--- src/rtl/ps2_host_tx_pkg.sv ---
// Shared PS/2 definitions: transmitter state encoding, default timing at 25 MHz,
// and the frame parity helper.
package ps2_host_tx_pkg;

  typedef enum logic [2:0] {
    ST_IDLE,
    ST_INHIBIT,
    ST_REQ,
    ST_SEND,
    ST_ACK,
    ST_WAIT_IDLE
  } state_t;

  localparam int unsigned INHIBIT_CYCLES_DEF = 2500;
  localparam int unsigned REQ_CYCLES_DEF     = 25;
  localparam int unsigned START_TIMEOUT_DEF  = 375000;
  localparam int unsigned BIT_TIMEOUT_DEF    = 50000;
  localparam int unsigned TMR_W              = 19;

  function automatic logic odd_parity(input logic [7:0] d);
    return ~^d;
  endfunction

endpackage

--- src/rtl/ps2_host_tx_if.sv ---
// Command-byte handshake between the core and the PS/2 transmitter.
interface ps2_host_tx_if;
  logic [7:0] tx_data;
  logic       tx_valid;
  logic       tx_ready;
  logic       tx_busy;
  logic       tx_done;
  logic       tx_error;

  modport master (
    output tx_data, tx_valid,
    input  tx_ready, tx_busy, tx_done, tx_error
  );

  modport slave (
    input  tx_data, tx_valid,
    output tx_ready, tx_busy, tx_done, tx_error
  );
endinterface

--- src/rtl/ps2_sync_edge.sv ---
// 2-FF synchronizer for a raw PS/2 pin plus a falling-edge strobe on the
// synchronized level. Flops reset high to match the idle bus.
module ps2_sync_edge (
  input  logic clk,
  input  logic rst,
  input  logic din,
  output logic dout,
  output logic fall
);
  logic meta_q, meta_d;
  logic sync_q, sync_d;
  logic last_q, last_d;

  always_comb begin
    meta_d = din;
    sync_d = meta_q;
    last_d = sync_q;
  end

  always_ff @(posedge clk) begin
    if (rst) begin
      meta_q <= 1'b1;
      sync_q <= 1'b1;
      last_q <= 1'b1;
    end else begin
      meta_q <= meta_d;
      sync_q <= sync_d;
      last_q <= last_d;
    end
  end

  assign dout = sync_q;
  assign fall = last_q & ~sync_q;
endmodule

--- src/rtl/ps2_host_tx.sv ---
// PS/2 host-to-device transmitter: clock inhibit, request-to-send, 10-bit frame
// clocked out by the device, ack check and wait for bus idle.
module ps2_host_tx
  import ps2_host_tx_pkg::*;
#(
  parameter int unsigned INHIBIT_CYCLES = INHIBIT_CYCLES_DEF,
  parameter int unsigned REQ_CYCLES     = REQ_CYCLES_DEF,
  parameter int unsigned START_TIMEOUT  = START_TIMEOUT_DEF,
  parameter int unsigned BIT_TIMEOUT    = BIT_TIMEOUT_DEF
) (
  input  logic         clk25,
  input  logic         rst,
  ps2_host_tx_if.slave tx,
  input  logic         ps2_clk_in,
  input  logic         ps2_dat_in,
  output logic         ps2_clk_oe,
  output logic         ps2_dat_oe
);
  localparam logic [TMR_W-1:0] INH_LAST  = TMR_W'(INHIBIT_CYCLES - 1);
  localparam logic [TMR_W-1:0] REQ_LAST  = TMR_W'(REQ_CYCLES - 1);
  localparam logic [TMR_W-1:0] START_LIM = TMR_W'(START_TIMEOUT);
  localparam logic [TMR_W-1:0] BIT_LIM   = TMR_W'(BIT_TIMEOUT);

  state_t           state_q, state_d;
  logic [9:0]       shift_q, shift_d;
  logic [3:0]       cnt_q, cnt_d;
  logic [TMR_W-1:0] tmr_q, tmr_d;
  logic             clk_oe_q, clk_oe_d;
  logic             dat_oe_q, dat_oe_d;
  logic             done_q, done_d;
  logic             err_q, err_d;

  logic clk_s, clk_fall, dat_s, dat_fall_unused;
  logic ready, tmr_expired, abort;

  ps2_sync_edge u_clk_sync (.clk(clk25), .rst(rst), .din(ps2_clk_in), .dout(clk_s), .fall(clk_fall));
  ps2_sync_edge u_dat_sync (.clk(clk25), .rst(rst), .din(ps2_dat_in), .dout(dat_s), .fall(dat_fall_unused));

  // Ready stays low during the done/error pulse so a request in that cycle is not taken.
  assign ready       = (state_q == ST_IDLE) && !done_q && !err_q;
  assign tmr_expired = (state_q == ST_SEND && cnt_q == '0) ? (tmr_q == START_LIM) : (tmr_q == BIT_LIM);

  always_comb begin
    state_d  = state_q;
    shift_d  = shift_q;
    cnt_d    = cnt_q;
    tmr_d    = tmr_q + TMR_W'(1);
    clk_oe_d = clk_oe_q;
    dat_oe_d = dat_oe_q;
    done_d   = 1'b0;
    err_d    = 1'b0;
    abort    = 1'b0;

    case (state_q)
      ST_IDLE: begin
        tmr_d    = '0;
        cnt_d    = '0;
        clk_oe_d = 1'b0;
        dat_oe_d = 1'b0;
        if (tx.tx_valid && ready) begin
          shift_d  = {1'b1, odd_parity(tx.tx_data), tx.tx_data};
          clk_oe_d = 1'b1;
          state_d  = ST_INHIBIT;
        end
      end
      ST_INHIBIT: begin
        if (tmr_q == INH_LAST) begin
          tmr_d    = '0;
          dat_oe_d = 1'b1;
          state_d  = ST_REQ;
        end
      end
      ST_REQ: begin
        if (tmr_q == REQ_LAST) begin
          tmr_d    = '0;
          clk_oe_d = 1'b0;
          state_d  = ST_SEND;
        end
      end
      ST_SEND: begin
        if (clk_fall) begin
          tmr_d    = '0;
          dat_oe_d = ~shift_q[0];
          shift_d  = {1'b0, shift_q[9:1]};
          cnt_d    = cnt_q + 4'd1;
          if (cnt_q == 4'd9) state_d = ST_ACK;
        end else begin
          abort = tmr_expired;
        end
      end
      ST_ACK: begin
        if (clk_fall) begin
          tmr_d = '0;
          if (!dat_s) begin
            state_d = ST_WAIT_IDLE;
          end else begin
            err_d   = 1'b1;
            state_d = ST_IDLE;
          end
        end else begin
          abort = tmr_expired;
        end
      end
      ST_WAIT_IDLE: begin
        if (clk_s && dat_s) begin
          done_d  = 1'b1;
          state_d = ST_IDLE;
        end else begin
          abort = tmr_expired;
        end
      end
      default: state_d = ST_IDLE;
    endcase

    if (abort) begin
      err_d    = 1'b1;
      clk_oe_d = 1'b0;
      dat_oe_d = 1'b0;
      state_d  = ST_IDLE;
    end
  end

  always_ff @(posedge clk25) begin
    if (rst) begin
      state_q  <= ST_IDLE;
      shift_q  <= '0;
      cnt_q    <= '0;
      tmr_q    <= '0;
      clk_oe_q <= 1'b0;
      dat_oe_q <= 1'b0;
      done_q   <= 1'b0;
      err_q    <= 1'b0;
    end else begin
      state_q  <= state_d;
      shift_q  <= shift_d;
      cnt_q    <= cnt_d;
      tmr_q    <= tmr_d;
      clk_oe_q <= clk_oe_d;
      dat_oe_q <= dat_oe_d;
      done_q   <= done_d;
      err_q    <= err_d;
    end
  end

  assign tx.tx_ready  = ready;
  assign tx.tx_busy   = (state_q != ST_IDLE);
  assign tx.tx_done   = done_q;
  assign tx.tx_error  = err_q;
  assign ps2_clk_oe   = clk_oe_q;
  assign ps2_dat_oe   = dat_oe_q;
endmodule

--- src/flat_wrapper.sv ---
// flat-port wrapper written by rule: the top's interface ports become plain ports
module ps2_host_tx_flat import ps2_host_tx_pkg::*;
#(
  parameter int unsigned INHIBIT_CYCLES = INHIBIT_CYCLES_DEF,
  parameter int unsigned REQ_CYCLES     = REQ_CYCLES_DEF,
  parameter int unsigned START_TIMEOUT  = START_TIMEOUT_DEF,
  parameter int unsigned BIT_TIMEOUT    = BIT_TIMEOUT_DEF
)
  (clk25, rst, ps2_clk_in, ps2_dat_in, ps2_clk_oe, ps2_dat_oe, tx_tx_data, tx_tx_valid, tx_tx_ready, tx_tx_busy, tx_tx_done, tx_tx_error);
  ps2_host_tx_if tx_i ();
  input  logic clk25;
  input  logic rst;
  input  logic ps2_clk_in;
  input  logic ps2_dat_in;
  output logic ps2_clk_oe;
  output logic ps2_dat_oe;
  input wire logic [$bits(tx_i.tx_data)-1:0] tx_tx_data;
  input wire logic [$bits(tx_i.tx_valid)-1:0] tx_tx_valid;
  output wire logic [$bits(tx_i.tx_ready)-1:0] tx_tx_ready;
  output wire logic [$bits(tx_i.tx_busy)-1:0] tx_tx_busy;
  output wire logic [$bits(tx_i.tx_done)-1:0] tx_tx_done;
  output wire logic [$bits(tx_i.tx_error)-1:0] tx_tx_error;
  assign tx_i.tx_data = tx_tx_data;
  assign tx_i.tx_valid = tx_tx_valid;
  assign tx_tx_ready = tx_i.tx_ready;
  assign tx_tx_busy = tx_i.tx_busy;
  assign tx_tx_done = tx_i.tx_done;
  assign tx_tx_error = tx_i.tx_error;
  ps2_host_tx #(.INHIBIT_CYCLES(INHIBIT_CYCLES), .REQ_CYCLES(REQ_CYCLES), .START_TIMEOUT(START_TIMEOUT), .BIT_TIMEOUT(BIT_TIMEOUT)) u_core (.clk25(clk25), .rst(rst), .tx(tx_i), .ps2_clk_in(ps2_clk_in), .ps2_dat_in(ps2_dat_in), .ps2_clk_oe(ps2_clk_oe), .ps2_dat_oe(ps2_dat_oe));
endmodule
--- config.mk ---
export PLATFORM = sky130hd
export DESIGN_NAME = ps2_host_tx_flat
export DESIGN_NICKNAME = d
export VERILOG_FILES = /design/src/rtl/ps2_host_tx_pkg.sv /design/src/rtl/ps2_host_tx_if.sv /design/src/rtl/ps2_sync_edge.sv /design/src/rtl/ps2_host_tx.sv /design/src/flat_wrapper.sv
export SDC_FILE = /design/constraint.sdc
export NUM_CORES = 1
export LEC_CHECK = 0
export CORE_UTILIZATION = 49
export DETAILED_ROUTE_END_ITERATION = 8
export GPL_ROUTABILITY_DRIVEN = 0
export GPL_TIMING_DRIVEN = 0
export PLACE_DENSITY = 0.71
export SLEW_MARGIN = 10
export SYNTH_ARGS = -nofsm -noshare
export SYNTH_HDL_FRONTEND = slang
export SYNTH_SLANG_ARGS = --single-unit
export TNS_END_PERCENT = 10
--- constraint.sdc ---
create_clock -name clk25 -period 2.35 [get_ports clk25]
set_input_delay 0.235 -clock clk25 [delete_from_list [all_inputs] [get_ports clk25]]
set_output_delay 0.235 -clock clk25 [all_outputs]
set_load 0.005 [all_outputs]
==> impl_metrics.yaml, run 1 <==
run_status:
  status: "finished, final reports clean"
layout:
  areaGrowthSynthToFinish_pct: 15.4
  n_antenna_cell: 0
  fin_cells: 334
  nets: 299
  fin_util_pct: 59.5
  drive_gt1_share_pct: 11.0
  nFillCells: 405
  fin_area_um2: 2610
drt:
  drt_iter0_drc: 104
  wirelength_um: 4440
  m1WireLength_um: 2350
  drt_drc_violations_left: 0
  wl_met2_um: 1870
  via_per_inst: 5.48
  ant_nets: 0
  num_vias: 1830
  dr.pass1.iters: 4
  dr.max_layer_used: "met4"
  dr_wl_met3_um: 137
  wire_per_inst_um: 13.3
sta:
  finalHoldViolations: 0
  setup_viol: 0
  finalCritPeriodShare_pct: 90.3
  post-route-min-period_ns: 2.12
  fin_skew_ns: 0.00990
  rsz0062_at_grt: "no"
  slew_violations: 0
  slew_headroom_pct: 59.5
  setup_slack_ns: 0.228
  fin_setup_tns_ns: 0
  worstMarginPinSlew_ns: 0.603
  timing.fmax_mhz: 471
placement:
  port_buffers: 18
  dpl.cell_count: 324
  placed_area_um2: 2500
  dp_worst_setup_slack_ns: 0.332
  dp_hpwl_um: 3300
synth:
  async_flop_share_pct: 0
  synth_edf_count: 0
  synth_flop_cell: "dfxtp_1"
  synthCells: 254
  synthDistinctLibCells: 47
  ys_ff_latch: 45
  syn-num-nets: 272
  synth.top_cells.by_area: "dfxtp_1 40%, nor2_1 6.6%, xnor2_1 5.4%"
  post-synth-top-area-fraction_pct: 39.9
  netlist_area_um2: 2260
  syn_avg_cell_area_um2: 8.90
  ys_seq_area_share_pct: 39.9
  synth_warnings: 0
  yosysTopAreaCell: "dfxtp_1"
die:
  start_util_pct: 51.5
  die_h_um: 69.9
  fp.dieW_um: 69.9
  io_pins: 19
  core-area_um2: 4380
  dieArea_um2: 4890
  std_cell_rows: 24
clocking:
  holdBufCountCts: 0
  cts_sinks: 45
  clk_latency_ns: 0.30
  cts_buffer_depth: 2
  cts.clk_slew.worst_paths_ns: 0.08
  root_buffer: "clkbuf_8"
  htreeDepth: 2
  numCtsBuffers: 5
  tritoncts: "yes"
pwr:
  p_int_mw: 1.09
  sw_frac_of_total_pct: 24.8
  p_per_area_nw_per_um2: 555
  seqPwrFrac_pct: 55.8
  clkPwrFrac_pct: 31.8
  p_sw_mw: 0.358
  peakVddDrop_mv: 0.400
  pwr-share-comb_pct: 12.4
  leakage_nw: 0.985
worst_setup_path:
  critPathArrivalTime_ns: 1.89
  cp.required_ns: 2.12
  path_max_fanout: 10
  critPathKind: "reg2out"
  worstSetupStartpointType: "flip-flop"
  cp-end-kind: "primary output"
global_routing:
  overflow: 0
  grt_max_degree: 14
  antenna_found_initial: 0
  track_usage_pct: 19.9
  grt_pass1_vias: 1709
  grt_pass1_wl_um: 7760
worst_hold_path:
  hold_path_class: "reg2reg"
run:
  max_cap_violations: 0
[cell usage in the layout (no fill, tap or decap), types with 2 or more instances in the layout]
| cell | n |
|---|---|
| buf_4 | 4 |
| nor2_1 | 40 |
| xnor2_1 | 14 |
| or4_1 | 2 |
| nand4_1 | 8 |
| nand4b_1 | 3 |
| o31ai_1 | 2 |
| nand2b_1 | 5 |
| a21oi_1 | 9 |
| clkbuf_8 | 5 |
| nand3_1 | 10 |
| mux2i_1 | 10 |
| nor4bb_1 | 2 |
| clkdlybuf4s50_1 | 18 |
| o21ai_0 | 3 |
| a31oi_1 | 3 |
| nor3_1 | 13 |
| or2_2 | 5 |
| nand2_1 | 10 |
| inv_1 | 8 |
| dfxtp_1 | 45 |
| xor2_1 | 12 |
| and4b_1 | 2 |
| clkinv_2 | 2 |
| a211oi_1 | 9 |
| clkbuf_1 | 5 |
| nor3b_1 | 2 |
| buf_2 | 5 |
| ha_1 | 5 |
[cells in the mapped netlist (3+ instances only)]
| cell | n |
|---|---|
| a211oi_1 | 9 |
| a21oi_1 | 9 |
| a31oi_1 | 3 |
| buf_2 | 5 |
| clkbuf_1 | 4 |
| dfxtp_1 | 45 |
| ha_1 | 5 |
| inv_1 | 8 |
| mux2i_1 | 10 |
| nand2_1 | 10 |
| nand2b_1 | 5 |
| nand3_1 | 10 |
| nand4_1 | 8 |
| nand4b_1 | 3 |
| nor2_1 | 40 |
| nor3_1 | 13 |
| o21ai_0 | 3 |
| or2_2 | 5 |
| xnor2_1 | 14 |
| xor2_1 | 12 |
[worst max-delay path, cell delays in order, from the launching register on]
cell and delay, ns:
dfxtp_1 0.36, buf_2 0.20, nor3_4 0.25, inv_1 0.12
nor3_1 0.14, clkdlybuf4s50_1 0.52
[registers in the layout (all words and copies together), names as in the netlist]
register and flops:
u_core.cnt_q 4, u_core.ps2_clk_oe 1, u_core.ps2_dat_oe 1, u_core.shift_q 10, u_core.state_q 3, u_core.tmr_q 19, u_core.tx.tx_done 1, u_core.tx.tx_error 1
u_core.u_clk_sync.dout 1, u_core.u_clk_sync.last_q 1, u_core.u_clk_sync.meta_q 1, u_core.u_dat_sync.dout 1, u_core.u_dat_sync.meta_q 1
[timing repair]
item	in CTS	in global routing
resized for setup	1	0
setup buffers	0	2
setup endpoints to repair	1	1
pin swaps	0	1
[layer usage]
layer  vias up  GRT usage, %
met4         0          8.22
met1       840          27.1
li1        951             -
met5         -             0
met2        30          30.3
met3         9          4.76
[logic make-up after synthesis]
family,Yosys count,share of synthesized area (%)
AOI/OAI and AO/OA,34,10.7
xor gates and xnor gates,26,10.1
adders and majority gates,5,2.77
buffers and inverters,20,4.26
DFF,45,39.9
muxes,10,4.43
and+or+nand+nor,114,27.9
[power groups by stage]
stage | clock (mW) | combinational (mW) | sequential (mW)
after CTS | 0.481 | 0.177 | 0.807
after global routing | 0.505 | 0.201 | 0.811
after global placement | 0 | 0.172 | 0.824
final | 0.460 | 0.180 | 0.807
after floorplan | 0 | 0.113 | 0.820
after detailed placement | 0 | 0.174 | 0.825
[worst paths after layout]
kind / start / endpoint / slack (ns) / cells after the start
max: u_core.state_q[1]$_SDFFE_PP0P_ / tx_tx_ready / 0.23 / 5
max reg2reg: u_core.state_q[1]$_SDFFE_PP0P_ / u_core.state_q[1]$_SDFFE_PP0P_ / 0.37 / 6
min: u_core.u_clk_sync.meta_q$_SDFF_PP1_ / u_core.u_clk_sync.dout$_SDFF_PP1_ / 0.41 / 1
min reg2reg: u_core.u_clk_sync.meta_q$_SDFF_PP1_ / u_core.u_clk_sync.dout$_SDFF_PP1_ / 0.41 / 1
[through the flow]
stage | hold WS [ns] | power [mW]
floorplan | 0.311 | 0.934
global placement | 0.395 | 0.996
detailed placement | 0.392 | 0.999
CTS | 0.412 | 1.46
global route | 0.425 | 1.52
finish | 0.411 | 1.45
[cell type report]
cell class	count	area [um^2]	share of cell area (%)
multi-input cells	189	1270	48.6
inverters	8	30.0	1.15
clock inverters	2	10.0	0.384
well taps	52	65.1	2.49
clock buffers	6	72.6	2.78
repair buffers	20	195	7.48
flip-flops and latches	45	901	34.5
plain buffers	12	66.3	2.54
Note: power is estimated with default switching activity, not from simulation.
==> run 2: changes to the inputs <==
Settings changed: SKIP_LAST_GASP from default to 1.
==> results of run 2 <==
The final DEF is identical to that of run 1; final timing and power are the same.
==> run 3: changes to the inputs <==
Settings changed: TNS_END_PERCENT 10 to 100.
==> results of run 3 <==
The final DEF is identical to that of run 1; final timing and power are the same.
